File: src/rtl/synth_bus_pkg.sv
// Shared types and constants for the synth-engine parameter bus and the SysEx dump master.
package synth_bus_pkg;

    typedef enum logic [1:0] {
        GRP_OSC = 2'd0,
        GRP_COM = 2'd1,
        GRP_M1  = 2'd2,
        GRP_M2  = 2'd3
    } grp_t;

    localparam logic [7:0] SYSEX_SOX = 8'hF0;
    localparam logic [7:0] SYSEX_EOX = 8'hF7;

    typedef enum logic [3:0] {
        ST_IDLE = 4'd0,
        ST_HDR  = 4'd1,
        ST_GRP  = 4'd2,
        ST_ADR  = 4'd3,
        ST_RD   = 4'd4,
        ST_HI   = 4'd5,
        ST_LO   = 4'd6,
        ST_CSUM = 4'd7,
        ST_EOX  = 4'd8
    } state_t;

    // Negated 7-bit sum so that payload plus checksum is 0 mod 128.
    function automatic logic [6:0] csum_byte(input logic [6:0] chk);
        return 7'h00 - chk;
    endfunction

    function automatic logic [3:0] grp_onehot(input grp_t grp);
        return 4'b0001 << grp;
    endfunction

endpackage

File: src/rtl/sysex_tx_slot.sv
// One-entry byte holding register toward midi_tx; also accumulates the SysEx checksum.
module sysex_tx_slot (
    input  logic       i_clk,
    input  logic       i_rst_n,
    input  logic       i_load,
    input  logic [7:0] i_byte,
    input  logic       i_acc,
    input  logic       i_clr,
    input  logic       i_ready,
    output logic [7:0] o_byte,
    output logic       o_valid,
    output logic       o_empty,
    output logic       o_accept,
    output logic [6:0] o_chk
);

    logic [7:0] r_byte;
    logic       r_valid;
    logic [6:0] r_chk;

    // Byte holding register: loaded only when empty, released by the handshake.
    always_ff @(posedge i_clk or negedge i_rst_n) begin
        if (!i_rst_n) begin
            r_byte  <= 8'h00;
            r_valid <= 1'b0;
        end else if (i_load) begin
            r_byte  <= i_byte;
            r_valid <= 1'b1;
        end else if (r_valid && i_ready) begin
            r_valid <= 1'b0;
        end else begin
            r_valid <= r_valid;
        end
    end

    // Checksum accumulator over group and nibble bytes.
    always_ff @(posedge i_clk or negedge i_rst_n) begin
        if (!i_rst_n) begin
            r_chk <= 7'h00;
        end else if (i_clr) begin
            r_chk <= 7'h00;
        end else if (i_load && i_acc) begin
            r_chk <= r_chk + i_byte[6:0];
        end else begin
            r_chk <= r_chk;
        end
    end

    assign o_byte   = r_byte;
    assign o_valid  = r_valid;
    assign o_empty  = !r_valid;
    assign o_accept = r_valid && i_ready;
    assign o_chk    = r_chk;

endmodule

File: src/rtl/sysex_patch_dump.sv
// Parameter-bus master that reads every osc/com/mat1/mat2 address and streams
// the patch as a MIDI SysEx dump over a byte valid/ready link.
module sysex_patch_dump
    import synth_bus_pkg::*;
#(
    parameter int         V_OSC       = 4,
    parameter int         COM_LEN     = 16,
    parameter int         READ_CYCLES = 2,
    parameter logic [7:0] MFR_ID      = 8'h7D,
    parameter logic [7:0] CMD_DUMP    = 8'h01
) (
    input  logic       sCLK_XVXENVS,
    input  logic       iRST_N,
    input  logic [6:0] dev_id,
    input  logic       dump_req,
    output logic       dump_busy,
    output logic [6:0] adr,
    output logic       osc_sel,
    output logic       com_sel,
    output logic       m1_sel,
    output logic       m2_sel,
    output logic       read,
    output logic       sysex_data_patch_send,
    input  logic [7:0] data,
    output logic [7:0] tx_byte,
    output logic       tx_valid,
    input  logic       tx_ready
);

    localparam int              RD_W     = (READ_CYCLES > 1) ? $clog2(READ_CYCLES) : 1;
    localparam logic [RD_W-1:0] RD_LAST  = RD_W'(READ_CYCLES - 1);
    localparam logic [6:0]      GRP_LAST = 7'(V_OSC * 16 - 1);
    localparam logic [6:0]      COM_LAST = 7'(COM_LEN - 1);

    state_t          r_state, w_state_nxt;
    grp_t            r_grp, w_grp_nxt;
    logic [6:0]      r_adr, w_adr_nxt;
    logic [1:0]      r_hdr, w_hdr_nxt;
    logic [RD_W-1:0] r_rd, w_rd_nxt;
    logic [7:0]      r_d;
    logic [6:0]      r_dev;
    logic            r_busy, r_read, r_send;
    logic [6:0]      r_adr_o;
    logic [3:0]      r_sel;

    logic            w_start, w_load, w_acc, w_tx_st, w_accept, w_empty, w_bus_act;
    logic [7:0]      w_byte;
    logic [6:0]      w_chk, w_last;

    assign w_last    = (r_grp == GRP_COM) ? COM_LAST : GRP_LAST;
    assign w_bus_act = (w_state_nxt == ST_ADR) || (w_state_nxt == ST_RD) ||
                       (w_state_nxt == ST_HI)  || (w_state_nxt == ST_LO);

    // Next-state and walk-counter logic; byte states advance on handshake.
    always_comb begin
        w_state_nxt = r_state;
        w_grp_nxt   = r_grp;
        w_adr_nxt   = r_adr;
        w_hdr_nxt   = r_hdr;
        w_rd_nxt    = r_rd;
        w_start     = 1'b0;
        case (r_state)
            ST_IDLE: begin
                if (dump_req) begin
                    w_start     = 1'b1;
                    w_state_nxt = ST_HDR;
                    w_hdr_nxt   = 2'd0;
                    w_grp_nxt   = GRP_OSC;
                    w_adr_nxt   = 7'd0;
                end else begin
                    w_state_nxt = ST_IDLE;
                end
            end
            ST_HDR: begin
                if (w_accept && (r_hdr == 2'd3)) begin
                    w_state_nxt = ST_GRP;
                end else if (w_accept) begin
                    w_hdr_nxt = r_hdr + 2'd1;
                end else begin
                    w_state_nxt = r_state;
                end
            end
            ST_GRP: begin
                if (w_accept) begin
                    w_state_nxt = ST_ADR;
                    w_adr_nxt   = 7'd0;
                end else begin
                    w_state_nxt = r_state;
                end
            end
            ST_ADR: begin
                w_state_nxt = ST_RD;
                w_rd_nxt    = {RD_W{1'b0}};
            end
            ST_RD: begin
                if (r_rd == RD_LAST) begin
                    w_state_nxt = ST_HI;
                end else begin
                    w_rd_nxt = r_rd + RD_W'(1);
                end
            end
            ST_HI: begin
                if (w_accept) begin
                    w_state_nxt = ST_LO;
                end else begin
                    w_state_nxt = r_state;
                end
            end
            ST_LO: begin
                if (w_accept && (r_adr != w_last)) begin
                    w_adr_nxt   = r_adr + 7'd1;
                    w_state_nxt = ST_ADR;
                end else if (w_accept && (r_grp != GRP_M2)) begin
                    w_adr_nxt   = 7'd0;
                    w_grp_nxt   = grp_t'(r_grp + 2'd1);
                    w_state_nxt = ST_GRP;
                end else if (w_accept) begin
                    w_adr_nxt   = 7'd0;
                    w_state_nxt = ST_CSUM;
                end else begin
                    w_state_nxt = r_state;
                end
            end
            ST_CSUM: begin
                if (w_accept) begin
                    w_state_nxt = ST_EOX;
                end else begin
                    w_state_nxt = r_state;
                end
            end
            ST_EOX: begin
                if (w_accept) begin
                    w_state_nxt = ST_IDLE;
                end else begin
                    w_state_nxt = r_state;
                end
            end
            default: begin
                w_state_nxt = ST_IDLE;
            end
        endcase
    end

    // Byte presented to the tx slot in each byte-emitting state.
    always_comb begin
        w_byte  = 8'h00;
        w_acc   = 1'b0;
        w_tx_st = 1'b1;
        case (r_state)
            ST_HDR: begin
                case (r_hdr)
                    2'd0:    w_byte = SYSEX_SOX;
                    2'd1:    w_byte = MFR_ID;
                    2'd2:    w_byte = {1'b0, r_dev};
                    default: w_byte = CMD_DUMP;
                endcase
            end
            ST_GRP:  begin w_byte = {6'b000100, r_grp};  w_acc = 1'b1; end
            ST_HI:   begin w_byte = {4'h0, r_d[7:4]};    w_acc = 1'b1; end
            ST_LO:   begin w_byte = {4'h0, r_d[3:0]};    w_acc = 1'b1; end
            ST_CSUM: begin w_byte = {1'b0, csum_byte(w_chk)}; end
            ST_EOX:  begin w_byte = SYSEX_EOX; end
            default: begin w_tx_st = 1'b0; end
        endcase
    end

    assign w_load = w_tx_st && w_empty;

    sysex_tx_slot u_tx_slot (
        .i_clk    (sCLK_XVXENVS),
        .i_rst_n  (iRST_N),
        .i_load   (w_load),
        .i_byte   (w_byte),
        .i_acc    (w_acc),
        .i_clr    (w_start),
        .i_ready  (tx_ready),
        .o_byte   (tx_byte),
        .o_valid  (tx_valid),
        .o_empty  (w_empty),
        .o_accept (w_accept),
        .o_chk    (w_chk)
    );

    // FSM state and walk counters.
    always_ff @(posedge sCLK_XVXENVS or negedge iRST_N) begin
        if (!iRST_N) begin
            r_state <= ST_IDLE;
            r_grp   <= GRP_OSC;
            r_adr   <= 7'd0;
            r_hdr   <= 2'd0;
            r_rd    <= {RD_W{1'b0}};
        end else begin
            r_state <= w_state_nxt;
            r_grp   <= w_grp_nxt;
            r_adr   <= w_adr_nxt;
            r_hdr   <= w_hdr_nxt;
            r_rd    <= w_rd_nxt;
        end
    end

    // Parameter byte is captured on the edge that ends the read strobe; dev_id at start.
    always_ff @(posedge sCLK_XVXENVS or negedge iRST_N) begin
        if (!iRST_N) begin
            r_d   <= 8'h00;
            r_dev <= 7'h00;
        end else begin
            r_d   <= ((r_state == ST_RD) && (w_state_nxt == ST_HI)) ? data : r_d;
            r_dev <= w_start ? dev_id : r_dev;
        end
    end

    // Bus-side outputs registered from the next state so they align with it.
    always_ff @(posedge sCLK_XVXENVS or negedge iRST_N) begin
        if (!iRST_N) begin
            r_busy  <= 1'b0;
            r_adr_o <= 7'd0;
            r_sel   <= 4'b0000;
            r_read  <= 1'b0;
            r_send  <= 1'b0;
        end else begin
            r_busy  <= (w_state_nxt != ST_IDLE);
            r_adr_o <= w_bus_act ? w_adr_nxt : 7'd0;
            r_sel   <= w_bus_act ? grp_onehot(w_grp_nxt) : 4'b0000;
            r_read  <= (w_state_nxt == ST_RD);
            r_send  <= w_bus_act;
        end
    end

    assign dump_busy             = r_busy;
    assign adr                   = r_adr_o;
    assign osc_sel               = r_sel[0];
    assign com_sel               = r_sel[1];
    assign m1_sel                = r_sel[2];
    assign m2_sel                = r_sel[3];
    assign read                  = r_read;
    assign sysex_data_patch_send = r_send;

endmodule

File: config.mk
export PLATFORM = sky130hd
export DESIGN_NAME = sysex_patch_dump
export DESIGN_NICKNAME = d
export VERILOG_FILES = /design/src/rtl/synth_bus_pkg.sv /design/src/rtl/sysex_tx_slot.sv /design/src/rtl/sysex_patch_dump.sv
export SDC_FILE = /design/constraint.sdc
export NUM_CORES = 1
export LEC_CHECK = 0
export ABC_AREA = 1
export CAP_MARGIN = 20
export CELL_PAD_IN_SITES_DETAIL_PLACEMENT = 0
export CELL_PAD_IN_SITES_GLOBAL_PLACEMENT = 1
export CORE_MARGIN = 2
export CORE_UTILIZATION = 40
export DETAILED_ROUTE_END_ITERATION = 12
export GPL_ROUTABILITY_DRIVEN = 0
export HOLD_SLACK_MARGIN = 0.05
export PLACE_DENSITY = 0.87
export SETUP_SLACK_MARGIN = 0.02
export SLEW_MARGIN = 0
export SYNTH_ARGS = -nofsm -noshare
export SYNTH_HDL_FRONTEND = slang
export SYNTH_SLANG_ARGS = --single-unit
export TNS_END_PERCENT = 1
File: constraint.sdc
create_clock -name sCLK_XVXENVS -period 3.3 [get_ports sCLK_XVXENVS]
set_input_delay 0.495 -clock sCLK_XVXENVS [delete_from_list [all_inputs] [get_ports sCLK_XVXENVS]]
set_output_delay 0.495 -clock sCLK_XVXENVS [all_outputs]
set_load 0.02 [all_outputs]
### Word-level counts from Yosys, hierarchy flattened

Index checks and enable logic that the tools add are counted.

* register bits after elaboration: 61
* word-level logic and storage cells: 103
* output and inout bits: 23

* add/sub/neg operators: 6
* shifts and indexed selects: 1
* muxes and demuxes: 39
* reduce and logical (&&, ||, !) cells: 21
* equality and inequality tests: 21

Operators by type and width (number)
* 7-bit two-way mux: 7
* 8-bit case mux with 6 select lines: 1
* 4-bit two-way mux: 10
* 4-bit case mux with 9 select lines: 1
* 4-bit by 3-bit == test with 1-bit output, second input constant: 7
* 8-bit case mux with 3 select lines: 1
* 7-bit case mux with 3 select lines: 1
* 4-bit by 2-bit == test with 1-bit output, second input constant: 3
* 2-bit two-way mux: 6
* 1-bit two-way mux: 8
* 2-bit inequality test, second input constant: 4
* 2-bit case mux with 2 select lines: 2
* 2-bit nonzero test: 4
* 7-bit by 1-bit adder with 7-bit output, second input constant: 1
* 7-bit adder: 1
* 1-bit logical AND: 7
* 7-bit by 6-bit inequality test with 1-bit output: 1
* 1-bit by 7-bit subtractor with 7-bit output, first input constant: 1
* 6-bit two-way mux: 1
* 6-bit OR reduction: 1
* 2-bit by 1-bit adder with 2-bit output, second input constant: 2
* 2-bit by 1-bit == test with 1-bit output, second input constant: 2
* 2-bit == test, second input constant: 2
* 4-bit by 1-bit == test with 1-bit output, second input constant: 1
* 11 further kinds: 13

### Logic depth before layout (Yosys ltp)

Gate-level depths: netlist of the first run.

* word-level depth: 11
* depth in mapped cells: 18

### Hierarchy

From an unflattened synthesis of the first run, not the netlist that was laid out.

* cell total of the unflattened synthesis: 471
* area total of the unflattened synthesis: 3555.9 um^2

By module, submodules not included
* sysex_patch_dump: cells an instance 354, area each 2630.0 um^2, instances 1
* sysex_tx_slot: cells an instance 117, area each 925.9 um^2, instances 1

### Worst setup path after synthesis of the first run

No wires, ideal clock.

* path kind: reg-to-reg
* start point: register r_state[3]
* end point: register u_tx_slot.r_chk[6], in the netlist u_tx_slot.o_chk[6]
* path slack: 987 ps
* period minus slack after synthesis: 2313 ps
* required time: 3184 ps
* stages on the path, launching flop included: 17
* library setup time: 116 ps
* arrival: 2197 ps
* path buffers: 1
* path through: dfrtp_1 -> nor2_2 -> nand2_1 -> inv_1 -> buf_2 -> a21oi_1 -> nand3_1 -> ha_1 -> inv_1 -> fa_1 -> inv_1 -> nand4_1 -> nand3_1 -> xor2_1 -> nand2_1 -> nand2_1 -> nand2_1

* elaborated cells on any way between the ends: 19

RTL lines
* start: declaration: line sysex_patch_dump.sv:35 `state_t r_state, w_state_nxt;`
* start signal: assignment: line sysex_patch_dump.sv:193 `r_state <= w_state_nxt;`
* 4-bit == test (tied with other cells): line sysex_patch_dump.sv:149 `case (r_state)`
* 8-bit case mux with 6 select lines (*): line sysex_patch_dump.sv:149
* via u_tx_slot.i_byte[0]: line sysex_tx_slot.sv:6 `input logic [7:0] i_byte,`
* 7-bit adder (*): line sysex_tx_slot.sv:43 `r_chk <= r_chk + i_byte[6:0];`
* 7-bit two-way mux (*): line sysex_tx_slot.sv:42 `end else if (i_load && i_acc) begin`
* 7-bit two-way mux (*): line sysex_tx_slot.sv:40 `end else if (i_clr) begin`
* end signal: assignment: line sysex_tx_slot.sv:43
* end signal: assignment: line sysex_tx_slot.sv:45 `r_chk <= r_chk;`
* end: declaration: line sysex_tx_slot.sv:19 `logic [6:0] r_chk;`

Mark *: on every way through the listed nets, which the timed path passes. The rest lies on a longest branch. The select of a mux whose other input is x is not followed.
A chain may end at the register's enable or synchronous reset.

### Worst setup path after layout of the first run

Same ends and word-level chain as after synthesis.

==> results.sh, run 1 <==
export IMPL_p_leak_nw=2.104
export IMPL_cts_tree="yes"
export IMPL_postSynthCellCount=437
export IMPL_post_route_period_util=0.8105
export IMPL_cts_buffers=9
export IMPL_critPathKind="flop to flop"
export IMPL_n_antenna_cell=0
export IMPL_antenna_found_initial=0
export IMPL_maxCapViolations=0
export IMPL_cts_sinks=61
export IMPL_max_stage_delay_ns=0.44
export IMPL_ant_nets=0
export IMPL_cp_common_cell="nand2_1"
export IMPL_track_usage=0.1872
export IMPL_rr_worst_depth=15
export IMPL_worst_endpoint_arrival_ns=2.91
export IMPL_path_max_fanout=11
export IMPL_fin_util=0.5041
export IMPL_grt_pass1_vias=2925
export IMPL_ctsResizeCount=0
export IMPL_worstSetupEndpointType="flop"
export IMPL_cts_setup_buffers=0
export IMPL_cts_root_buf="clkbuf_8"
export IMPL_drv_slew=0
export IMPL_vias_per_cell=4.933
export IMPL_grt_pass1_wl_um=13320
export IMPL_p_per_area_mw_per_mm2=742.7
export IMPL_vias=2935
export IMPL_wirelength_um=7821
export IMPL_regArea_mm2=0.001526
export IMPL_portBuffers=41
export IMPL_fin_crit_ns=2.675
export IMPL_grt_max_degree=50
export IMPL_clock_latency_ns=0.34
export IMPL_initial_core_util=0.4129
export IMPL_io_pins=42
export IMPL_seq_area_frac_synth=0.4477
export IMPL_hold_class="input port to asynchronous set/reset pin"
export IMPL_max_slew_margin_rel=0.6368
export IMPL_rsz0062_at_grt="false"
export IMPL_clockBufferDepth=2
export IMPL_status="completed"
export IMPL_overflow=0
export IMPL_holdWs_ns=0.1415
export IMPL_final_hold_viol_count=0
export IMPL_critPathBufInv=3
export IMPL_critPathLaunchType="flop"
export IMPL_die_h_um=96.33
export IMPL_drtPass1Iterations=4
export IMPL_h_tree_depth=3
export IMPL_setup_violations=0
export IMPL_tns_ns=0
export IMPL_irDropWorstVdd_v=0.0003034
export IMPL_worstReg2RegEnd="u_tx_slot.o_chk[6]"
export IMPL_syn_mean_instance_area_um2=7.802
export IMPL_avgRoutedWirePerCell_um=13.14
export IMPL_worstPathCellList="nor2_2 > nand2_1 > inv_1 > a21oi_1 > nand3_1 > ha_1 > inv_1 > fa_1 > inv_1 > nand4_1 > nand3_1 > xor2_1 > nand2_1 > nand2_1 > nand2_1"
export IMPL_yosysWarnings=0
export IMPL_place_hpwl_um=5887
export IMPL_syn_nets=473
export IMPL_multi_input_area_mm2=0.001578
export IMPL_drtIter0Drc=130
export IMPL_reg2reg_setup_slack_ns=0.63
export IMPL_fill_cells=827
export IMPL_die_x_um=96.33
export IMPL_fin_nets=521
export IMPL_max_freq_mhz=373.9
export IMPL_slowest_stage="dfrtp_1"
export IMPL_required_ns=3.53
export IMPL_die_area_mm2=0.009279
export IMPL_core_mm2=0.008258
export IMPL_worstMarginPinSlew_ns=0.5447
export IMPL_reg2reg_from="r_state[3]"
export IMPL_postCtsHoldBufs=0
export IMPL_skew_ns=0.006913
export IMPL_synth_cell_types=30
export IMPL_cts_clk_slew_worst_paths_ns=0.07
export IMPL_cpLargestDelayFamily="simple AND/OR/NAND/NOR gates"
export IMPL_ys_seq_elements=61
export IMPL_num_rows=33
export IMPL_drive_gt1_frac=0.08163
export IMPL_area_growth_pct=22.09
export IMPL_synth_area_mm2=0.003410
export IMPL_drc=0
[worst reg2reg max path, cell delays in order, from the launching register on]
cell and delay [ns]:
dfrtp_1 0.44, nor2_2 0.23, nand2_1 0.12, inv_1 0.26
a21oi_1 0.16, nand3_1 0.12, ha_1 0.17, inv_1 0.05
fa_1 0.41, inv_1 0.09, nand4_1 0.10, nand3_1 0.11
xor2_1 0.14, nand2_1 0.06, nand2_1 0.05, nand2_1 0.04
[final cells by class]
| class | instances | share of cell area |
|---|---|---|
| clock buffers | 10 | 0.03306 |
| well taps | 105 | 0.03156 |
| clock inverters | 6 | 0.02074 |
| inverters | 72 | 0.06492 |
| flip-flops and latches | 61 | 0.3667 |
| multi-input cells | 298 | 0.3790 |
| repair buffers | 43 | 0.1040 |
[kinds of logic (layout without fill, tap and decap cells)]
group / after synthesis / in the layout / synth area share
flops: 61 / 61 / 0.4477
mux: 6 / 6 / 0.01982
buf+inv: 78 / 131 / 0.08954
compound gates: 56 / 56 / 0.08881
simple gates: 210 / 210 / 0.2664
fa+ha+maj: 17 / 17 / 0.06459
xor+xnor: 9 / 9 / 0.02312
[placed cells by master (no fill, tap or decap), drive strengths merged, types with 2 or more instances in the layout]
cell type      netlist  final
nand2              105    105
inv                 72     72
dfrtp               61     61
nor2                53     53
clkdlybuf4s50        0     40
nand3               36     36
o21ai               31     31
ha                  16     16
a21oi               10     10
clkbuf               2     10
nand4                9      9
o22ai                8      8
xor2                 8      8
nor3                 6      6
mux2                 6      6
a31oi                4      4
clkinv               0      3
buf                  4      3
bufinv               0      2
[stage by stage]
| step | setup WS, ns | cells | cell area, um^2 | power, W |
|---|---|---|---|---|
| final | 0.6252 | 595 | 4163 | 0.003092 |
| after floorplan | 0.9870 | 437 | 3410 | 0.001959 |
| after detailed placement | 0.6542 | 578 | 3919 | 0.002356 |
| after global routing | 0.2653 | 595 | 4163 | 0.003347 |
| after global placement | 0.6529 | 578 | 3919 | 0.002337 |
| after CTS | 0.6302 | 594 | 4143 | 0.003111 |
[cells in the mapped netlist (all sizes together)]
cell | instances | area (um^2)
a21boi | 1 | 7.510
a21oi | 10 | 50.05
a22oi | 1 | 7.510
a31oi | 4 | 25.02
buf | 4 | 26.27
clkbuf | 2 | 8.750
dfrtp | 61 | 1526
fa | 1 | 20.02
ha | 16 | 200.2
inv | 72 | 270.3
mux2 | 6 | 67.56
nand2 | 105 | 404.1
nand3 | 36 | 190.2
nand4 | 9 | 56.30
nor2 | 53 | 221.5
nor3 | 6 | 30.03
o21ai | 31 | 155.1
o22ai | 8 | 50.05
o31ai | 1 | 7.510
or2 | 1 | 6.260
xnor2 | 1 | 8.760
xor2 | 8 | 70.07
[power breakdown]
part | internal (W) | switching [W]
Sequential | 0.000944 | 0.000126
Combinational | 0.000465 | 0.000816
Clock | 0.000444 | 0.000298
[worst max-delay path by stage]
stage / from / end / cells after the start
3_3_place_gp: r_state[2] / u_tx_slot.o_chk[5] / 16
2_1_floorplan: r_state[3] / u_tx_slot.o_chk[6] / 16
3_5_place_dp: r_state[2] / u_tx_slot.o_chk[5] / 16
4_1_cts: r_state[2] / u_tx_slot.o_chk[5] / 16
6_report: r_state[3] / u_tx_slot.o_chk[6] / 15
5_1_grt: r_state[0] / u_tx_slot.o_chk[5] / 16
[state kept, by name, summed over array words and instances, names as in the netlist]
| signal | cells |
|---|---|
| r_d | 8 |
| u_tx_slot.o_byte | 8 |
| adr | 7 |
| r_adr | 7 |
| r_dev | 7 |
| u_tx_slot.o_chk | 7 |
| r_sel | 4 |
| r_state | 4 |
| r_grp | 2 |
| r_hdr | 2 |
| dump_busy | 1 |
| r_rd | 1 |
| read | 1 |
| sysex_data_patch_send | 1 |
| u_tx_slot.o_valid | 1 |
[routing by layer]
| layer | up-vias | track usage | routed length [um] |
|---|---|---|---|
| met1 | 1377 | 0.2345 | 3638 |
| met5 | - | 0 | 0 |
| met3 | 6 | 0.04855 | 375 |
| met4 | 0 | 0.05164 | 93 |
| li1 | 1494 | - | - |
| met2 | 58 | 0.3194 | 3714 |
No activity file was read; power rests on OpenSTA's default activity.
==> run 2, diff against run 1 <==
==> constraint.sdc (replaced) <==
create_clock -name sCLK_XVXENVS -period 2.6 [get_ports sCLK_XVXENVS]
set_input_delay 0.39 -clock sCLK_XVXENVS [delete_from_list [all_inputs] [get_ports sCLK_XVXENVS]]
set_output_delay 0.39 -clock sCLK_XVXENVS [all_outputs]
set_load 0.02 [all_outputs]
==> results.sh, run 2 (synthesis results as in run 1) <==
export IMPL_slowest_stage="dfrtp_2"
export IMPL_drive_gt1_frac=0.1535
export IMPL_cts_sinks=61
export IMPL_rr_worst_depth=15
export IMPL_startpoint="r_state[0]"
export IMPL_worstSetupEndpoint="u_tx_slot.o_chk[6]"
export IMPL_critPathBufInv=3
export IMPL_die_area_mm2=0.009279
export IMPL_cp_common_cell="nand2_1"
export IMPL_status="completed"
export IMPL_placed_cells=584
export IMPL_path_max_fanout=5
export IMPL_max_slew_margin_rel=0.5941
export IMPL_rsz0062_at_grt="true"
export IMPL_antenna_found_initial=0
export IMPL_fin_nets=539
export IMPL_num_rows=33
export IMPL_placed_area_mm2=0.003976
export IMPL_worstSetupEndpointType="flop"
export IMPL_hold_class="input port to asynchronous set/reset pin"
export IMPL_vias_per_cell=4.897
export IMPL_final_cell_area_mm2=0.004372
export IMPL_critPathLaunchType="flop"
export IMPL_worstMarginPinSlew_ns=0.6088
export IMPL_clockBufferDepth=2
export IMPL_grt_pass1_wl_um=13550
export IMPL_grt_pass1_vias=3024
export IMPL_fin_crit_ns=2.426
export IMPL_holdWs_ns=0.04670
export IMPL_worstReg2RegEnd="u_tx_slot.o_chk[6]"
export IMPL_fin_util=0.5294
export IMPL_core_mm2=0.008258
export IMPL_max_freq_mhz=412.3
export IMPL_crit_cells=15
export IMPL_p_leak_nw=2.189
export IMPL_worst_endpoint_arrival_ns=2.68
export IMPL_cts_buffers=9
export IMPL_grt_max_degree=37
export IMPL_drc=0
export IMPL_reg2reg_setup_slack_ns=0.17
export IMPL_maxCapViolations=0
export IMPL_die_h_um=96.33
export IMPL_vias=3002
export IMPL_worstPathCellList="nor2_1 > nand3_2 > inv_2 > a21oi_2 > nand3_1 > ha_1 > inv_1 > fa_1 > inv_1 > nand4_1 > nand3_1 > xor2_1 > nand2_1 > nand2_1 > nand2_1"
export IMPL_max_stage_delay_ns=0.45
export IMPL_place_hpwl_um=6151
export IMPL_layout_commonest_cell="nand2_1"
export IMPL_post_route_period_util=0.9330
export IMPL_required_ns=2.86
export IMPL_cts_root_buf="clkbuf_8"
export IMPL_p_per_area_mw_per_mm2=936.6
export IMPL_overflow=0
export IMPL_final_cell_mix="100 x nand2_1, 64 x inv_1, 59 x dfrtp_1"
export IMPL_area_growth_pct=28.22
export IMPL_drtIter0Drc=119
export IMPL_track_usage=0.1921
export IMPL_h_tree_depth=3
export IMPL_reg2reg_from="r_state[0]"
export IMPL_tns_ns=0
export IMPL_drtPass1Iterations=5
export IMPL_skew_ns=0.01470
export IMPL_cpLargestDelayFamily="simple AND/OR/NAND/NOR gates"
export IMPL_portBuffers=41
export IMPL_io_pins=42
export IMPL_final_cells=613
export IMPL_initial_core_util=0.4129
export IMPL_wirelength_um=8183
export IMPL_setup_violations=0
export IMPL_clock_latency_ns=0.36
export IMPL_irDropWorstVdd_v=0.0003344
export IMPL_final_hold_viol_count=0
export IMPL_cts_clk_slew_worst_paths_ns=0.08
export IMPL_ant_nets=0
export IMPL_die_x_um=96.33
export IMPL_critPathKind="flop to flop"
export IMPL_avgRoutedWirePerCell_um=13.35
export IMPL_n_antenna_cell=0
export IMPL_cts_tree="yes"
export IMPL_drv_slew=0
export IMPL_postCtsHoldBufs=0
-- run 2: cell types whose count changed in the layout (fill, tap and decap cells not counted), sizes merged --
cell | previous run | this run
bufinv | 2 | 1
buf | 3 | 21
clkinv | 3 | 2
clkbuf | 10 | 11
clkinvlp | 1 | 2
-- run 2: what timing repair did --
item                                   CTS  global route
resized for setup                        0            27
setup endpoints to repair                0             4
setup buffers                            0            13
endpoints found under the hold margin    0             0
-- run 2: metrics by stage --
step / power [W] / setup WS (ns)
after floorplan: 0.002486 / 0.2870
after global placement: 0.002988 / 0.04915
after detailed placement: 0.003023 / 0.01524
after CTS: 0.003917 / 0.02282
after global routing: 0.004420 / -0.01030
final: 0.004095 / 0.1743
-- run 2: worst min-delay path by stage --
stage | end | slack (ns) | cells after the start
3_3_place_gp | r_dev[6] | 0.43 | 1
2_1_floorplan | adr[0] | 0.09 | 0
6_report | r_dev[6] | 0.05 | 1
3_5_place_dp | r_dev[6] | 0.43 | 1
5_1_grt | r_dev[6] | 0.09 | 1
4_1_cts | adr[4] | 0.05 | 1
-- run 2: cell type report --
| cell class | instances | area (um^2) |
|---|---|---|
| Clock buffer | 11 | 151.4 |
| Clock inverter | 5 | 58.81 |
| Fill cell | 806 | 3886 |
| Inverter | 72 | 272.8 |
| Multi-Input combinational cell | 298 | 1660 |
| Sequential cell | 61 | 1529 |
| Tap cell | 105 | 131.4 |
| Timing Repair Buffer | 61 | 568.0 |
-- run 2: power breakdown --
| group | internal (W) | total, W | switching, W |
|---|---|---|---|
| registers | 0.00120 | 0.00138 | 0.000175 |
| clock network | 0.000494 | 0.000877 | 0.000384 |
| logic | 0.000742 | 0.00184 | 0.00110 |
-- run 2: routing by layer --
layer	global-route usage	vias up	routed length [um]
met1	0.2230	1407	3530
met4	0.08333	0	181
met5	0	-	0
met3	0.05247	15	387
li1	-	1526	-
met2	0.3316	54	4084
==> run 3, diff against run 2 <==
--- a/config.mk
+++ b/config.mk
@@ -10,11 +10,11 @@
 export CELL_PAD_IN_SITES_DETAIL_PLACEMENT = 0
 export CELL_PAD_IN_SITES_GLOBAL_PLACEMENT = 1
 export CORE_MARGIN = 2
-export CORE_UTILIZATION = 40
+export CORE_UTILIZATION = 41
 export DETAILED_ROUTE_END_ITERATION = 12
 export GPL_ROUTABILITY_DRIVEN = 0
 export HOLD_SLACK_MARGIN = 0.05
-export PLACE_DENSITY = 0.87
+export PLACE_DENSITY = 0.89
 export SETUP_SLACK_MARGIN = 0.02
 export SLEW_MARGIN = 0
 export SYNTH_ARGS = -nofsm -noshare
==> results.sh, run 3 (synthesis results as in run 1) <==
export IMPL_status="completed"
export IMPL_vias=3063
export IMPL_final_cell_mix="100 x nand2_1, 65 x inv_1, 57 x dfrtp_1"
export IMPL_final_hold_viol_count=0
export IMPL_intPower_w=0.002458
export IMPL_overflow=0
export IMPL_comb_power_share=0.447
export IMPL_drv_slew=0
export IMPL_cts_tree="yes"
export IMPL_grt_max_degree=33
export IMPL_core_mm2=0.008134
export IMPL_path_max_fanout=4
export IMPL_clockBufferDepth=2
export IMPL_ant_nets=0
export IMPL_layout_commonest_cell="nand2_1"
export IMPL_fill_cells=775
export IMPL_die_area_mm2=0.009061
export IMPL_cts_sinks=61
export IMPL_h_tree_depth=3
export IMPL_clock_latency_ns=0.34
export IMPL_max_freq_mhz=403.0
export IMPL_final_cells=609
export IMPL_place_ws_ns=-0.07907
export IMPL_clkPwrFrac=0.216
export IMPL_drive_gt1_frac=0.1468
export IMPL_grt_pass1_wl_um=13940
export IMPL_post_route_period_util=0.9544
export IMPL_antenna_found_initial=0
export IMPL_placed_cells=584
export IMPL_worst_endpoint_arrival_ns=2.72
export IMPL_sw_frac_of_total=0.4000
export IMPL_critPathLaunchType="flop"
export IMPL_worstSetupEndpointType="flop"
export IMPL_drtPass1Iterations=4
export IMPL_fin_util=0.5353
export IMPL_worstMarginPinSlew_ns=0.7326
export IMPL_io_pins=42
export IMPL_critPathKind="flop to flop"
export IMPL_place_hpwl_um=6112
export IMPL_irDropWorstVdd_v=0.0003392
export IMPL_p_leak_nw=2.187
export IMPL_postCtsHoldBufs=0
export IMPL_max_slew_margin_rel=0.5116
export IMPL_die_x_um=95.19
export IMPL_drc=0
export IMPL_hold_class="input port to asynchronous set/reset pin"
export IMPL_die_h_um=95.19
export IMPL_cts_buffers=9
export IMPL_grt_pass1_vias=3114
export IMPL_initial_core_util=0.4192
export IMPL_n_antenna_cell=0
export IMPL_power_frac_seq=0.337
export IMPL_tns_ns=0
export IMPL_vias_per_cell=5.030
export IMPL_cts_root_buf="clkbuf_8"
export IMPL_fin_ws_ns=0.1186
export IMPL_avgRoutedWirePerCell_um=13.58
export IMPL_power_switching_w=0.001639
export IMPL_fin_crit_ns=2.481
export IMPL_cts_clk_slew_worst_paths_ns=0.07
export IMPL_p_per_area_mw_per_mm2=940.9
export IMPL_final_cell_area_mm2=0.004354
export IMPL_setup_violations=0
export IMPL_fin_nets=535
export IMPL_drtIter0Drc=121
export IMPL_track_usage=0.1995
export IMPL_rsz0062_at_grt="true"
export IMPL_skew_ns=0.01036
export IMPL_num_rows=33
export IMPL_maxCapViolations=0
export IMPL_required_ns=2.84
export IMPL_portBuffers=41
export IMPL_area_growth_pct=27.71
export IMPL_wirelength_um=8272
export IMPL_placed_area_mm2=0.003976
## run 3: cell types whose count changed in the layout (fill, tap and decap cells not counted), moves of 2 or more
cell / change
buf_4: -4
o21ai_0: -2
nor2_1: -2
dfrtp_1: -2
o21ai_1: +3
dfrtp_2: +2
## run 3: per-layer routing
metal	global-route usage	part of all wire	vias up
met5	0	0	-
met3	0.06087	0.049	14
met1	0.2307	0.43	1460
met2	0.3486	0.50	67
li1	-	-	1522
met4	0.07005	0.018	0
## run 3: path summary, 6_finish.rpt
check | start | cells past startpoint | end | slack, ns
min in group sCLK_XVXENVS | u_tx_slot.o_byte[4] | 2 | u_tx_slot.o_byte[4] | 0.48
hold / removal | iRST_N | 1 | r_dev[2] | 0.11
max in group asynchronous | iRST_N | 2 | r_rd | 1.88
hold reg to reg | u_tx_slot.o_byte[4] | 2 | u_tx_slot.o_byte[4] | 0.48
setup reg to reg | u_tx_slot.o_chk[1] | 13 | u_tx_slot.o_chk[5] | 0.12
setup / recovery | u_tx_slot.o_chk[1] | 13 | u_tx_slot.o_chk[5] | 0.12
## run 3: power groups by stage
stage | sequential, W | clock [W] | combinational (W)
finish | 0.00138 | 0.000884 | 0.00183
detailed placement | 0.00138 | 0 | 0.00166
floorplan | 0.00143 | 0 | 0.00106
global placement | 0.00137 | 0 | 0.00162
global route | 0.00141 | 0.000952 | 0.00207
CTS | 0.00136 | 0.000906 | 0.00169
## run 3: through the flow
step / total power, W / hold WS [ns]
floorplan: 0.002486 / 0.09441
global placement: 0.002989 / 0.4590
detailed placement: 0.003035 / 0.4617
CTS: 0.003963 / 0.1269
global route: 0.004426 / 0.1653
finish: 0.004097 / 0.1071
## run 3: worst max-delay path, cell delays in order (launching register included)
cell      delay [ns]
dfrtp_1         0.39
inv_2           0.08
ha_1            0.20
or2_2           0.30
a31oi_2         0.20
nand4_1         0.21
ha_4            0.34
nand3_1         0.09
nand3_1         0.12
nand2_1         0.08
a21boi_2        0.15
o21ai_0         0.09
nand3_1         0.07
nand2_1         0.05
## run 3: what timing repair did
action                     CTS  global route
setup endpoints to repair    1             3
resized for setup            3            29
setup buffers                0             9
pin swaps                    1             7
## run 3: final cells by class
cell class	count	area [um^2]	share of cell area
multi-input cells	298	1672	0.3839
clock inverters	3	42.54	0.009770
flip-flops and latches	61	1531	0.3517
well taps	105	131.4	0.03017
clock buffers	13	168.9	0.03879
repair buffers	57	538.0	0.1236
inverters	72	270.3	0.06207
